`src/rtl/invntt_unload.sv`:
```
// Inverse-NTT output stage: streams the result RAM in address order, scales each
// coefficient by F and Barrett-reduces it mod Q through a 4-stage stall-able pipeline.
module invntt_unload #(
  parameter int unsigned DEPTH  = 8,
  parameter int unsigned COEF_W = 12,
  parameter int unsigned Q      = 3329,
  parameter int unsigned F      = 1441,
  parameter int unsigned BK     = 24
) (
  input  logic              clk,
  input  logic              reset_n,
  input  logic              set,
  input  logic              done,
  output logic              full_out,
  output logic              rd_en,
  output logic [DEPTH-1:0]  rd_addr,
  input  logic [COEF_W-1:0] rd_data,
  output logic              out_valid,
  input  logic              out_ready,
  output logic [COEF_W-1:0] out_data,
  output logic              out_last
);

  localparam int unsigned BM  = (1 << BK) / Q;
  localparam int unsigned PW  = COEF_W + $clog2(F + 1);
  localparam int unsigned BMW = $clog2(BM + 1);
  localparam int unsigned MW  = PW + BMW;
  localparam int unsigned TW  = MW - BK;
  localparam int unsigned RW  = COEF_W + 1;

  typedef enum logic [1:0] {IDLE, RUN, DRAIN, FULL} state_e;

  state_e             state_q, state_d;
  logic [DEPTH-1:0]   addr_q, addr_d;
  logic               v1_q, v1_d, last1_q, last1_d;
  logic               v2_q, v2_d, last2_q, last2_d;
  logic [PW-1:0]      p2_q, p2_d;
  logic               v3_q, v3_d, last3_q, last3_d;
  logic [PW-1:0]      p3_q, p3_d;
  logic [TW-1:0]      t3_q, t3_d;
  logic               ov_q, ov_d, ol_q, ol_d;
  logic [COEF_W-1:0]  od_q, od_d;

  logic               adv, en, rd_en_c;
  logic [MW-1:0]      prod;
  logic [RW-1:0]      r_w;

  always_comb begin
    adv     = !ov_q || out_ready;
    en      = set && adv;
    state_d = state_q;
    addr_d  = addr_q;
    rd_en_c = 1'b0;
    unique case (state_q)
      IDLE:  if (done) state_d = RUN;
      RUN: begin
        if (adv) begin
          rd_en_c = 1'b1;
          addr_d  = addr_q + DEPTH'(1);
          if (addr_q == '1) state_d = DRAIN;
        end
      end
      DRAIN: if (ov_q && out_ready && ol_q) state_d = FULL;
      FULL:  if (!done) state_d = IDLE;
      default: state_d = IDLE;
    endcase
    // set=0 freezes the FSM too; the read strobe must drop or the RAM would
    // overwrite data the frozen pipeline has not yet consumed.
    if (!set) begin
      state_d = state_q;
      addr_d  = addr_q;
      rd_en_c = 1'b0;
    end
  end

  always_comb begin
    prod = MW'(p2_q) * MW'(BM);
    r_w  = RW'(p3_q - (PW'(t3_q) * PW'(Q)));

    v1_d    = v1_q;    last1_d = last1_q;
    v2_d    = v2_q;    last2_d = last2_q;  p2_d = p2_q;
    v3_d    = v3_q;    last3_d = last3_q;  p3_d = p3_q;  t3_d = t3_q;
    ov_d    = ov_q;    ol_d    = ol_q;     od_d = od_q;
    if (en) begin
      v1_d    = rd_en_c;
      last1_d = rd_en_c && (addr_q == '1);
      v2_d    = v1_q;
      last2_d = last1_q;
      p2_d    = PW'(rd_data) * PW'(F);
      v3_d    = v2_q;
      last3_d = last2_q;
      p3_d    = p2_q;
      t3_d    = TW'(prod >> BK);
      ov_d    = v3_q;
      ol_d    = last3_q;
      od_d    = (r_w >= RW'(Q)) ? COEF_W'(r_w - RW'(Q)) : r_w[COEF_W-1:0];
    end
  end

  always_ff @(posedge clk or negedge reset_n) begin
    if (!reset_n) begin
      state_q <= IDLE;
      addr_q  <= '0;
      v1_q    <= 1'b0;  last1_q <= 1'b0;
      v2_q    <= 1'b0;  last2_q <= 1'b0;  p2_q <= '0;
      v3_q    <= 1'b0;  last3_q <= 1'b0;  p3_q <= '0;  t3_q <= '0;
      ov_q    <= 1'b0;  ol_q    <= 1'b0;  od_q <= '0;
    end else begin
      state_q <= state_d;
      addr_q  <= addr_d;
      v1_q    <= v1_d;  last1_q <= last1_d;
      v2_q    <= v2_d;  last2_q <= last2_d;  p2_q <= p2_d;
      v3_q    <= v3_d;  last3_q <= last3_d;  p3_q <= p3_d;  t3_q <= t3_d;
      ov_q    <= ov_d;  ol_q    <= ol_d;     od_q <= od_d;
    end
  end

  assign full_out  = (state_q == FULL);
  assign rd_en     = rd_en_c;
  assign rd_addr   = addr_q;
  assign out_valid = ov_q;
  assign out_data  = od_q;
  assign out_last  = ol_q;

endmodule

```
`config.mk`:
```
export PLATFORM = sky130hd
export DESIGN_NAME = invntt_unload
export DESIGN_NICKNAME = d
export VERILOG_FILES = /design/src/rtl/invntt_unload.sv
export SDC_FILE = /design/constraint.sdc
export NUM_CORES = 1
export LEC_CHECK = 0
export ABC_CLOCK_PERIOD_IN_PS = 6500
export CORE_MARGIN = 4
export CORE_UTILIZATION = 64
export DETAILED_ROUTE_END_ITERATION = 10
export GPL_TIMING_DRIVEN = 0
export PLACE_DENSITY = 0.81
export SYNTH_ARGS = -nofsm -noshare
export SYNTH_HDL_FRONTEND = slang
export SYNTH_SLANG_ARGS = --single-unit
```
`constraint.sdc`:
```
create_clock -name clk -period 6.5 [get_ports clk]
set_input_delay 0.975 -clock clk [delete_from_list [all_inputs] [get_ports clk]]
set_output_delay 0.975 -clock clk [all_outputs]
set_load 0.01 [all_outputs]
```
**After elaboration in Yosys (flattened, before gate mapping)**

Index checks and enable logic that the tools add are counted.

- Logic and storage cells: 49
- Output and inout port bits: 24
- Flip-flop bits (word level): 78

- Eq/ne operators: 9
- Add/subtract/negate cells: 3
- $mul: 3
- Mux-type cells: 10
- Reduce and logical (&&, ||, !) cells: 9
- Order comparisons: 1

Operators with widths:

| operator | number |
|---|---|
| $mul A23 B13 Y36 const B | 1 |
| $mul A12 B11 Y23 const B | 1 |
| $ge A13 B12 Y1 const B | 1 |
| $mul A12 B12 Y13 const B | 1 |
| $sub A13 B13 Y13 | 1 |
| $mux W12 | 1 |
| $sub A12 B12 Y12 const B | 1 |
| $mux W2 | 5 |
| $ne A2 B2 Y1 const B | 5 |
| $add A8 B1 Y8 const B | 1 |
| $eq A8 B8 Y1 const B | 1 |
| $pmux W2 S4 | 1 |
| $reduce_and A6 Y1 | 1 |
| $eq A2 B2 Y1 const B | 2 |
| $logic_and A1 B1 Y1 | 4 |
| $mux W1 | 3 |
| $reduce_and A3 Y1 | 1 |
| $eq A2 B1 Y1 const B | 1 |
| $logic_not A2 Y1 | 1 |
| $logic_not A1 Y1 | 1 |
| $logic_or A1 B1 Y1 | 1 |

**Logic depth before layout (Yosys ltp)**

Gate-level depths: netlist (run 1).

- Word-level depth: 6
- Gate-level depth with buffers: 20

**Worst setup path after synthesis (run 1)**

No wires, ideal clock.

- Kind: register to register
- Start point: register p2_q[18]
- End point: register t3_q[11]
- Setup time: 0.087 ns
- Required time: 6.413 ns
- Setup slack: 1.311 ns
- Clock period less this slack: 5.189 ns
- Cell stages (with the launch flop): 17
- Buffers on the path: 0
- Data arrival time: 5.102 ns
- Cells stage by stage: dfrtp_1 fa_1 fa_1 fa_1 fa_1 inv_1 fa_1 inv_1 ha_1 a211oi_1 o21ai_0 a221o_1 a211o_1 a21oi_1 o21ai_0 a211o_1 o211ai_1

- Longest elaborated chain between the ends: 1

Ends and longest elaborated chain:

| element | line | text |
|---|---|---|
| start: declaration | 37 | `logic [PW-1:0] p2_q, p2_d;` |
| start signal: assignment | 112 | `v2_q <= v2_d; last2_q <= last2_d; p2_q <= p2_d;` |
| $mul A23 B13 Y36 | 77 | `prod = MW'(p2_q) * MW'(BM);` |
| end signal: assignment | 113 | `v3_q <= v3_d; last3_q <= last3_d; p3_q <= p3_d; t3_q <= t3_d;` |
| end: declaration | 40 | `logic [TW-1:0] t3_q, t3_d;` |

No other way between the ends.
A chain may end at the register's enable or synchronous reset.

**Worst setup path after layout (run 1)**

- Start point: input port rd_data[2]
- End point: register p2_q[21]

- Longest elaborated chain between the ends: 1

Ends and longest elaborated chain:

| element | line | text |
|---|---|---|
| start: declaration | 17 | `input logic [COEF_W-1:0] rd_data,` |
| $mul A12 B11 Y23 | 89 | `p2_d = PW'(rd_data) * PW'(F);` |

No other way between the ends.

==> results of run 1 <==
worst paths after layout:
path / from / endpoint
max: rd_data[2] / p2_q[21]
min: v1_q / v2_q
max reg2reg: p2_q[9] / t3_q[11]
min reg2reg: v1_q / v2_q
max in group asynchronous: reset_n / t3_q[0]
min in group asynchronous: reset_n / rd_addr[4]
critical path: cells and delay by family:
family	cells	cell delay, ns
xor+xnor	1	0.22
buf+inv	3	0.58
fa+ha+maj	6	2.25
compound gates	7	2.06
cell type report:
class | instances | area, µm² | area share (%)
multi-input cells | 825 | 8460 | 68.0
clock buffers | 9 | 225 | 1.81
well taps | 225 | 282 | 2.26
clock inverters | 7 | 80.1 | 0.643
repair buffers | 41 | 425 | 3.42
inverters | 234 | 878 | 7.06
diodes | 1 | 2.50 | 0.0201
flip-flops and latches | 78 | 1950 | 15.7
plain buffers | 22 | 139 | 1.12
flip-flops by register name, summed over array words and instances, names as in the netlist, 2 cells and up:
| signal | cells |
|---|---|
| p3_q | 13 |
| out_data | 12 |
| t3_q | 12 |
| state_q | 2 |
| rd_addr | 8 |
| p2_q | 23 |
routing by layer:
layer	track usage (%)	part of all wire (%)	up-vias
li1	-	-	3911
met1	37.0	45	4122
met2	42.8	48	188
met3	4.11	4.6	42
met4	8.64	2.6	0
met5	0	0	-
cells by family (layout without fill, tap and decap cells):
| family | count (synthesis) | after routing | share of synthesized area, % |
|---|---|---|---|
| AOI/OAI and AO/OA | 174 | 174 | 10.1 |
| xor gates and xnor gates | 47 | 47 | 3.60 |
| adders and majority gates | 373 | 373 | 50.6 |
| buffers and inverters | 256 | 313 | 8.90 |
| DFF | 78 | 78 | 17.1 |
| muxes | 7 | 7 | 0.635 |
| other | 0 | 1 | 0 |
| and+or+nand+nor | 224 | 224 | 9.02 |
through the flow:
step	area, µm²	utilization [%]	hold WS, ns	std cells
final	12400	71.5	0.470	1442
after global routing	12400	71.4	0.510	1441
after CTS	12400	71.4	0.471	1441
after detailed placement	12100	69.7	0.457	1425
after global placement	12100	69.5	0.448	1424
after floorplan	11400	-	0.439	1159
cell usage after synthesis (all sizes together) (5+ instances only):
master	number	area, µm²
nand3	15	75.1
and3	6	38.8
a21o	9	67.6
nor2	25	93.8
buf	8	76.3
and2	5	33.8
or3	10	68.8
a21oi	31	163
a31oi	9	56.3
mux2i	5	50.1
ha	224	2800
xor2	20	175
o31ai	7	52.6
o21bai	8	63.8
o211ai	6	45.0
dfrtp	78	1950
nand2	126	475
xnor2	27	236
clkbuf	14	62.6
o21a	6	45.0
o21ai	60	300
fa	149	2980
inv	233	875
nand4	7	43.8
nor3	12	60.1
a211o	6	52.6
==> impl_summary.md, run 1 <==
Synth
The number of distinct library cells after synthesis is 72. A synthesized cell averages 9.86 µm². The synthesized design contains 78 register bits.

The post-synth net total is 1549. The most used flip-flop cell after synthesis is dfrtp_1. The count of yosys warnings during synthesis is 0. The number of enable-type register cells in the synthesized netlist is 0. The cell count after synthesis is 1159. For this run, asynchronously set or reset flops after synthesis account for 100%. The mapped netlist covers 11400 µm². The sequential-to-total area share from yosys stat is 17.1%.

Placement
Routability-driven placement finished with a final weighted congestion of 0.892. After legalization and detailed placement, the total HPWL measured 20700 µm. At the placement stage, the worst setup path has a slack of 0.329 ns.

The number of port buffers is 40.

Routing
The number of detailed-routing iterations run before antenna repair is 6. After detailed routing, the number of remaining DRC violations is 0. In this run, the number of DRC markers left after iteration 0 of detailed routing was 408. The total detailed-routing wirelength is 24800 µm. After detailed routing, the number of vias per cell comes to 5.73. The number of nets with antenna violations after routing is 0. The detail-routed net length per standard cell is 17.2 µm. The routed layout has 8263 vias.

STA
The final number of hold-violating endpoints is 0. The worst path setup slack after routing is 0.619 ns. On the final layout, the worst clock skew is 0.00757 ns. Setup repair after global routing left no endpoint under its margin. Setup total negative slack on the finished layout was measured at 0 ns. The clock period minus final worst setup slack is 5.88 ns. Based on the critical path, the design can be clocked at up to 0.170 GHz. For the pin with the worst max-slew slack, the measured transition is 0.985 ns. The number of max-slew violations in the final report is 0. The tightest slew margin relative to the limit is 32.6%. The number of setup violations in the final report is 0. Of the available clock period, the critical path in the final layout requires 90.5%.

Layout
The top cell types in the final layout, fill and taps aside, are inv_1, ha_1, fa_1. In the final design database the tool counted 1601 nets. The share of cells above drive strength 1 is 3.70%.

The number of inserted filler cells in the final layout is 1270. Compared with the post-synthesis result, the final layout area differs by 8.88%. The library cell used most frequently in the layout, excluding fill and tap cells, is inv_1.

Clocking
Clock-pin slew was measured on the worst setup and hold paths at 0.07 ns. The CTS tree is built. The count of instances resized after the clock tree is built is 0. The H-tree depth is 3. The insertion delay to the later sink of the worst-skew pair is 0.35 ns.

The number of hold-repair buffers added at the cts stage is 0. The number of clock sinks is 78. The maximum count of clock buffers along a single path is 2. The total clock buffers created by CTS is 9. The post-CTS setup buffer count is 0. The cell sitting at the root of the clock tree is a clkbuf_16.

Critical path
Along the worst path, the maximum fanout reaches 3. By startpoint and endpoint, the worst setup path is classified as input port to flip-flop. The most used cell along the critical path is ha_1. Data on the critical path is required at its endpoint by 6.70 ns. The signal on the critical path passes through clkdlybuf4s50_1 -> ha_1 -> ha_1 -> inv_1 -> fa_1 -> fa_1 -> inv_1 -> ha_1 -> ha_1 -> a21o_1 -> a21oi_1 -> o21bai_1 -> a2111oi_0 -> o311ai_0 -> a21oi_1 -> xor2_1 -> o21ai_0. The critical path startpoint category is an input port. The worst setup slack for register-to-register paths is 0.74 ns. STA classifies the critical path endpoint as a flip-flop. The delay of the slowest cell on the worst path is 0.90 ns. For the worst flop-to-flop path, the logic depth is 16. Data arrives at the worst endpoint at 6.09 ns. The slowest cell on the critical path is a2111oi_0.

GRT
The first-pass GRT wire length is 42400 µm. The number of global-route vias before repair is 8666. Global routing consumed, over all layers together, 26.5% of the routing resources. The number of antenna violations at the first check in global routing is 0. The pin count of the biggest net entering global routing is 49. For this run the aggregate overflow at the end of global routing stands at 0.

Die
The die outline width is 142 µm. The die is 142 µm tall. Once the floorplan was initialized, standard cells occupied 65.6% of the core. The area of the die is 20100 µm². 41 I/O pins were placed. The placeable core area is 17400 µm². The floorplan has 48 rows.

Flow run
Max-cap violations in this run came to 0.

Min path
The path class of the tightest hold or removal check is flip-flop to flip-flop. The worst hold path depth is 2.

Status
The flow ran to the end, and the final reports show no timing, DRC or antenna violations.
Power of run 1 is left out: the tool's default activity adds up to more than one toggle a clock period on the data nets, which glitch-free logic cannot reach.
==> inputs of run 2 (changes only) <==
--- a/config.mk
+++ b/config.mk
@@ -6,8 +6,11 @@
 export NUM_CORES = 1
 export LEC_CHECK = 0
 export ABC_CLOCK_PERIOD_IN_PS = 6500
-export CORE_MARGIN = 4
-export CORE_UTILIZATION = 64
+export CELL_PAD_IN_SITES_DETAIL_PLACEMENT = 0
+export CELL_PAD_IN_SITES_GLOBAL_PLACEMENT = 1
+export CORE_MARGIN = 8
+export CORE_UTILIZATION = 51
+export CTS_CLUSTER_DIAMETER = 40
 export DETAILED_ROUTE_END_ITERATION = 10
 export GPL_TIMING_DRIVEN = 0
 export PLACE_DENSITY = 0.81
==> impl_summary.md, run 2 (same netlist as run 1, synthesis figures left out) <==
Status
The flow ran to the end, and the final reports show no timing, DRC or antenna violations.

Placement
Summed over all nets, the half-perimeter wirelength after detailed placement is 21000 µm. Counting tap cells, the placed design contains a total of 1480 instances. The final weighted congestion in routability-driven placement is 0.847.

The count of buffers added on input and output ports is 40. The placement-stage worst setup slack is 0.388 ns.

Routing
In the final routed layout, each cell accounts on average for 16.7 µm. The first routing iteration left 382 violations. The first detailed-routing pass took 5 iterations.

The number of nets with antenna violations after routing is 0. Across all layers, the routed design uses 8013 vias. Using the TritonRoute via totals, the vias-per-cell ratio works out to 5.36.

The total detailed-routing wirelength is 24900 µm. After detailed routing, the number of remaining DRC violations is 0.

Die
The initial cell density of the core is 52.2%. The die outline width is 166 µm. 41 I/O pins were placed. The floorplan has 54 rows. The vertical extent of the die is 166 µm.

The placeable core area is 21900 µm². The area of the die is 27500 µm².

Critical path
The worst setup slack for register-to-register paths is 0.69 ns. Along the worst path, the maximum fanout reaches 8. The critical path is of the flip-flop to flip-flop type. The required time of the critical path is 6.77 ns. The delay of the slowest cell on the worst path is 0.69 ns. The most used cell along the critical path is fa_1. Among cell families on the critical path, the largest total delay comes from adder cells. The element type at the critical path end is a flip-flop. The worst path arrival time is 6.08 ns. Traced cell by cell, the critical path runs through fa_1 -> fa_1 -> fa_1 -> fa_1 -> inv_1 -> fa_1 -> inv_1 -> ha_1 -> nor3_1 -> o21ai_0 -> a211o_1 -> a211o_1 -> a21oi_1 -> o21ai_0 -> a211o_1 -> o211ai_1. The slowest stage of the critical path belongs to the cell dfrtp_1. The worst path buffer plus inverter count is 2. The worst setup path is launched from a flip-flop.

Layout
In the final layout, the registers with the most flip-flops are p2_q x23, p3_q x13. Leaving out fill and tap cells, the most frequent cells in the layout are inv_1, ha_1, fa_1. The share of cells above drive strength 1 is 3.70%. The count of inserted antenna diode cells is 0. The most common library cell in the layout ignoring fill and taps is inv_1.

The net count of the finished layout is 1601. The synthesis-to-finish area growth is 9.39%. For this run, the number of standard cells in the final layout without fillers is 1496.

Ranked by flip-flop count, first place goes to p2_q. The register with the most flip-flops in the layout has 23 of them.

Clocking
The H-tree depth is 3. Clock-pin slew was measured on the worst setup and hold paths at 0.07 ns. The clock root buffer is clkbuf_16. Post-CTS repair changed the size of 0 cells.

The insertion delay to the later sink of the worst-skew pair is 0.36 ns. The total clock buffers created by CTS is 9. For this design, the CTS-stage hold fixing added 0 buffers. The CTS tree is built.

The number of clock sinks is 78. The post-CTS setup buffer count is 0. The longest clock path from root to sink contains 2 buffers.

GRT
Entering global routing, the biggest net connects 49 pins. The number of global-route vias before repair is 8506. Global routing consumed, over all layers together, 19.2% of the routing resources. The first-pass GRT wire length is 43400 µm. The total overflow left after global routing is 0. The number of antenna violations at the first check in global routing is 0.

STA
Across the routed clock network, the largest skew measured is 0.00954 ns. The number of setup violations in the final report is 0. The final number of hold-violating endpoints is 0. Setup repair after global routing left no endpoint under its margin. The clock period minus final worst setup slack is 5.81 ns. For the pin with the worst max-slew slack, the measured transition is 0.846 ns. The number of max-slew violations in the final report is 0. The worst pin sits at a relative slew slack of 42.1%. The timing-limited maximum frequency is 0.172 GHz. The worst path setup slack after routing is 0.690 ns. After routing, the total negative slack on setup checks comes to 0 ns. After layout, the worst path uses 89.4% of the clock period.

Flow run
Across the run, the number of max-cap violations was 0.

Min path
The type of the worst min-delay path is flip-flop to flip-flop.
-- run 2: per-layer routing --
metal / wire length [µm] / global-route usage, % / up-vias
met3: 593 / 1.68 / 27
met5: 0 / 0 / -
met1: 12300 / 27.2 / 4003
li1: - / - / 3908
met4: 566 / 6.19 / 0
met2: 11500 / 30.3 / 75
-- run 2: worst min-delay path: stages, from the launching register on --
cell and delay [ns]:
dfrtp_1 0.34, nand2_1 0.05, nand2_1 0.05
-- run 2: metrics by stage --
step                hold WS, ns  area (µm²)  utilization, %
floorplan                 0.439       11400               -
global placement          0.450       12200            55.6
detailed placement        0.455       12200            55.8
CTS                       0.465       12500            57.1
global route              0.491       12500            57.1
finish                    0.460       12500            57.1
-- run 2: final timing paths --
kind                       startpoint  depth (start not counted)    endpoint
setup / recovery             p2_q[12]                         16    t3_q[11]
setup reg to reg             p2_q[12]                         16    t3_q[11]
min in group asynchronous     reset_n                          1  rd_addr[4]
hold reg to reg                  v1_q                          2        v2_q
hold / removal                   v1_q                          2        v2_q
max in group asynchronous     reset_n                          2     p3_q[0]
-- run 2: area by class of cell --
type                       count  area (µm²)
clock buffer                   9         225
sequential                    78        1950
fill                        1996        9390
inverter                     234         878
buffer                        22         139
tap                          280         350
clock inverter                 7        72.6
multi-input combinational    825        8460
timing repair buffer          41         425
Power of run 2 is left out for the same reason.
==> inputs of run 3 (changes only) <==
--- a/config.mk
+++ b/config.mk
@@ -5,11 +5,12 @@
 export SDC_FILE = /design/constraint.sdc
 export NUM_CORES = 1
 export LEC_CHECK = 0
-export ABC_CLOCK_PERIOD_IN_PS = 6500
+export ABC_AREA = 1
+export ABC_CLOCK_PERIOD_IN_PS = 5900
 export CELL_PAD_IN_SITES_DETAIL_PLACEMENT = 0
 export CELL_PAD_IN_SITES_GLOBAL_PLACEMENT = 1
-export CORE_MARGIN = 8
-export CORE_UTILIZATION = 51
+export CORE_MARGIN = 10
+export CORE_UTILIZATION = 49
 export CTS_CLUSTER_DIAMETER = 40
 export DETAILED_ROUTE_END_ITERATION = 10
 export GPL_TIMING_DRIVEN = 0
==> constraint.sdc (replaced) <==
create_clock -name clk -period 5.9 [get_ports clk]
set_input_delay 0.885 -clock clk [delete_from_list [all_inputs] [get_ports clk]]
set_output_delay 0.885 -clock clk [all_outputs]
set_load 0.01 [all_outputs]
==> impl_summary.md, run 3 <==
STA
The fraction of the cycle the final worst path needs is 89.6%. For the final database, setup skew stands at 0.00888 ns. The minimum hold slack is 0.409 ns. The timing-limited maximum frequency is 0.189 GHz. Setup violations remaining at the end of the flow were counted as 0. The number of max-slew violations in the final report is 0.

At the pin with the least slew margin, the transition time is 0.828 ns. Setup repair after global routing left no endpoint under its margin. The final number of hold-violating endpoints came to 0.

The smallest clock period supported by the final layout is computed as 5.29 ns. The tightest slew margin relative to the limit is 44.8%. The setup total negative slack is 0 ns.

Die
The initial cell density of the core is 50.2%. The boundary pin count is 41. The die outline width is 179 µm.

The die covers 31900 µm². The row count is 57. In this run the standard cell core region covers 24500 µm². The die is 179 µm tall.

Critical path
The kind of cell with the highest combined delay along the critical path is adder cells. The worst reg-to-reg path cell count is 17. The launch instance of the worst register-to-register path is p2_q[17]. STA classifies the critical path startpoint as a flip-flop.

On the worst path, the slowest cell contributes a delay of 0.61 ns. The type of the worst setup path is flip-flop to flip-flop. Data arrives at the worst endpoint at 5.57 ns. Across all register-to-register paths, the minimum setup slack is 0.61 ns. The slowest cell on the critical path is dfrtp_1. STA puts the critical path data required time at 6.18 ns. The number of gates on the worst path with buffers counted is 17.

The endpoint of the most critical register-to-register path is t3_q[7]. Tracing the worst setup path back leads to its startpoint at p2_q[17]. Following the worst setup path forward leads to its endpoint at t3_q[7]. The worst setup path is captured at a flip-flop. In this run the worst path has a maximum fanout of 7. The signal on the critical path passes through fa_1 -> ha_1 -> fa_1 -> fa_1 -> inv_1 -> fa_1 -> inv_1 -> ha_1 -> nand2_1 -> nor4_1 -> nand3_1 -> nand3_1 -> nand2_1 -> nand2_1 -> xor2_1 -> nand2_1 -> nand2_1. The worst path buffer plus inverter count is 2. By instance count, the cell type seen most on the critical path is nand2_1.

Placement
The congestion estimate from routability-driven global placement came to 0.906. Once detailed placement completed, the half-perimeter wirelength came to 25300 µm. Input and output buffers added on the ports amount to 40. The instance count after placement with tap cells included is 1855.

Clocking
The number of clock sinks is 78. The H-tree depth is 3. The total clock buffers created by CTS is 9.

The CTS tree is built. The clock slew seen by the registers of the worst setup and hold paths is 0.07 ns. Post-CTS repair changed the size of 0 cells. The maximum count of clock buffers along a single path is 2. The post-CTS setup buffer count is 0.

The root buffer cell chosen for the clock tree is clkbuf_16. The insertion delay to the later sink of the worst-skew pair is 0.34 ns. The number of hold-repair buffers added at the cts stage is 0.

Layout
Relative to the synthesized area, the layout overhead comes to 9.16%. Leaving out fill and tap cells, the most frequent cells in the layout are inv_1, nand2_1, ha_1. The register with the most flip-flops in the layout has 23 of them. The total area of multi-input combinational cells is 9060 µm². The number of inserted filler cells in the final layout is 2343. Summing all flip-flop and latch instances after layout gives 1950 µm².

More flip-flops sit in one register than any other, and that register is p2_q. The most common library cell in the layout ignoring fill and taps is inv_1. The repair_antennas step left the layout with diodes totalling 0. The count of placed standard cells in the final layout, fillers left out is 1871. The largest registers in the layout are p2_q x23, p3_q x13. The net count of the finished layout is 1932. The share of cells above drive strength 1 is 2.52%.

GRT
Global routing used 19.1% of the available tracks. The overflow left after global routing is 0. The number of global-route vias before repair is 9655. The pin count of the biggest net entering global routing is 63. The number of antenna violations at the first check in global routing is 0. The first global-routing pass estimated 49000 µm of wire.

Routing
The final layout contains routed wiring with a total length of 29200 µm. The number of vias per cell is 5.08. The violation count after the first detailed-routing iteration is 559. The detail-routed net length per standard cell is 15.6 µm. The number of detailed-routing iterations run before antenna repair is 5. In this run the remaining antenna-violating nets after routing total 0. The routed via count is 9508. The post-route DRC violation count is 0.

Synth
The netlist uses 38 different library cells. Yosys mapped a number of flops with a built-in enable equal to 0. Sorting the synthesized cells by area gives the leading types as fa_1, ha_1, dfrtp_1. The cell area that synthesis handed to floorplanning was 12300 µm². The predominant post-synthesis flop cell is dfrtp_1. The average cell area after synthesis is 8.27 µm².

In this run the biggest area consumer among cell types represents 24.2% of the synthesized area. Of the synthesized area, sequential elements account for 15.8%. By count the netlist is led by inv_1, nand2_1, ha_1. The post-synth net total is 1880. The register bit total from synthesis is 78. Synthesis produced a netlist whose cell count is 1490. The fraction of synthesis flops using an asynchronous set or reset pin is 100%. The count of yosys warnings during synthesis is 0.

The synthesized design spends more area on one cell type than any other, namely fa_1. Among all cell types in the netlist, the one instantiated most often is inv_1.

Status
The run finished with clean final reports.

Flow run
The tool flagged a number of max-cap violations equal to 0.

Min path
The path class of the tightest hold or removal check is input port to asynchronous set/reset pin.
[run 3: cell count changes in the layout (fill, tap and decap cells not counted), moves of 8 or more]
cell      delta
a21oi_1     +25
inv_1       +93
nand2_1    +181
nand3_1     +48
nand3b_1    +10
nand4_1     +14
nor2_1      +51
o21ai_0     +16
or3_1        -8
xnor2_1     -17
[run 3: cell type report]
| class | count | share of cell area, % |
|---|---|---|
| buffer | 18 | 0.623 |
| clock inverter | 7 | 0.539 |
| multi-input combinational | 1066 | 67.3 |
| timing repair buffer | 41 | 3.16 |
| clock buffer | 9 | 1.67 |
| tap | 324 | 3.01 |
| sequential | 78 | 14.5 |
| inverter | 328 | 9.15 |
[run 3: routing by layer]
metal	global-route usage (%)	share of wire (%)
met2	30.1	46
met5	0	0
met4	3.96	1.6
met3	2.30	3.5
met1	27.7	49
[run 3: how the worst min path moves through the flow]
stage	from	endpoint	slack, ns	cells after the start
floorplan	t3_q[7]	t3_q[7]	0.45	2
global placement	out_data[4]	out_data[4]	0.46	2
detailed placement	out_data[5]	out_data[5]	0.46	2
CTS	reset_n	out_data[11]	0.41	1
global route	reset_n	out_data[11]	0.42	1
finish	reset_n	out_data[11]	0.41	1
[run 3: cells by family after synthesis]
group                    count (synthesis)  share of synthesized area [%]
adder cells (fa/ha/maj)                373                           46.9
AND/OR/NAND/NOR                        507                           17.3
flip-flops                              78                           15.8
AO/OA/AOI/OAI                          156                           6.96
XOR/XNOR                                30                           2.25
buffers and inverters                  346                           10.7
[run 3: metrics by stage]
step / util (%) / setup WS, ns / cell area, µm²
after floorplan: - / 1.35 / 12300
after global placement: 53.5 / 0.544 / 13100
after detailed placement: 53.6 / 0.524 / 13200
after CTS: 54.8 / 0.647 / 13500
after global routing: 54.8 / 0.306 / 13500
final: 54.8 / 0.614 / 13500
Power of run 3 is left out for the same reason.
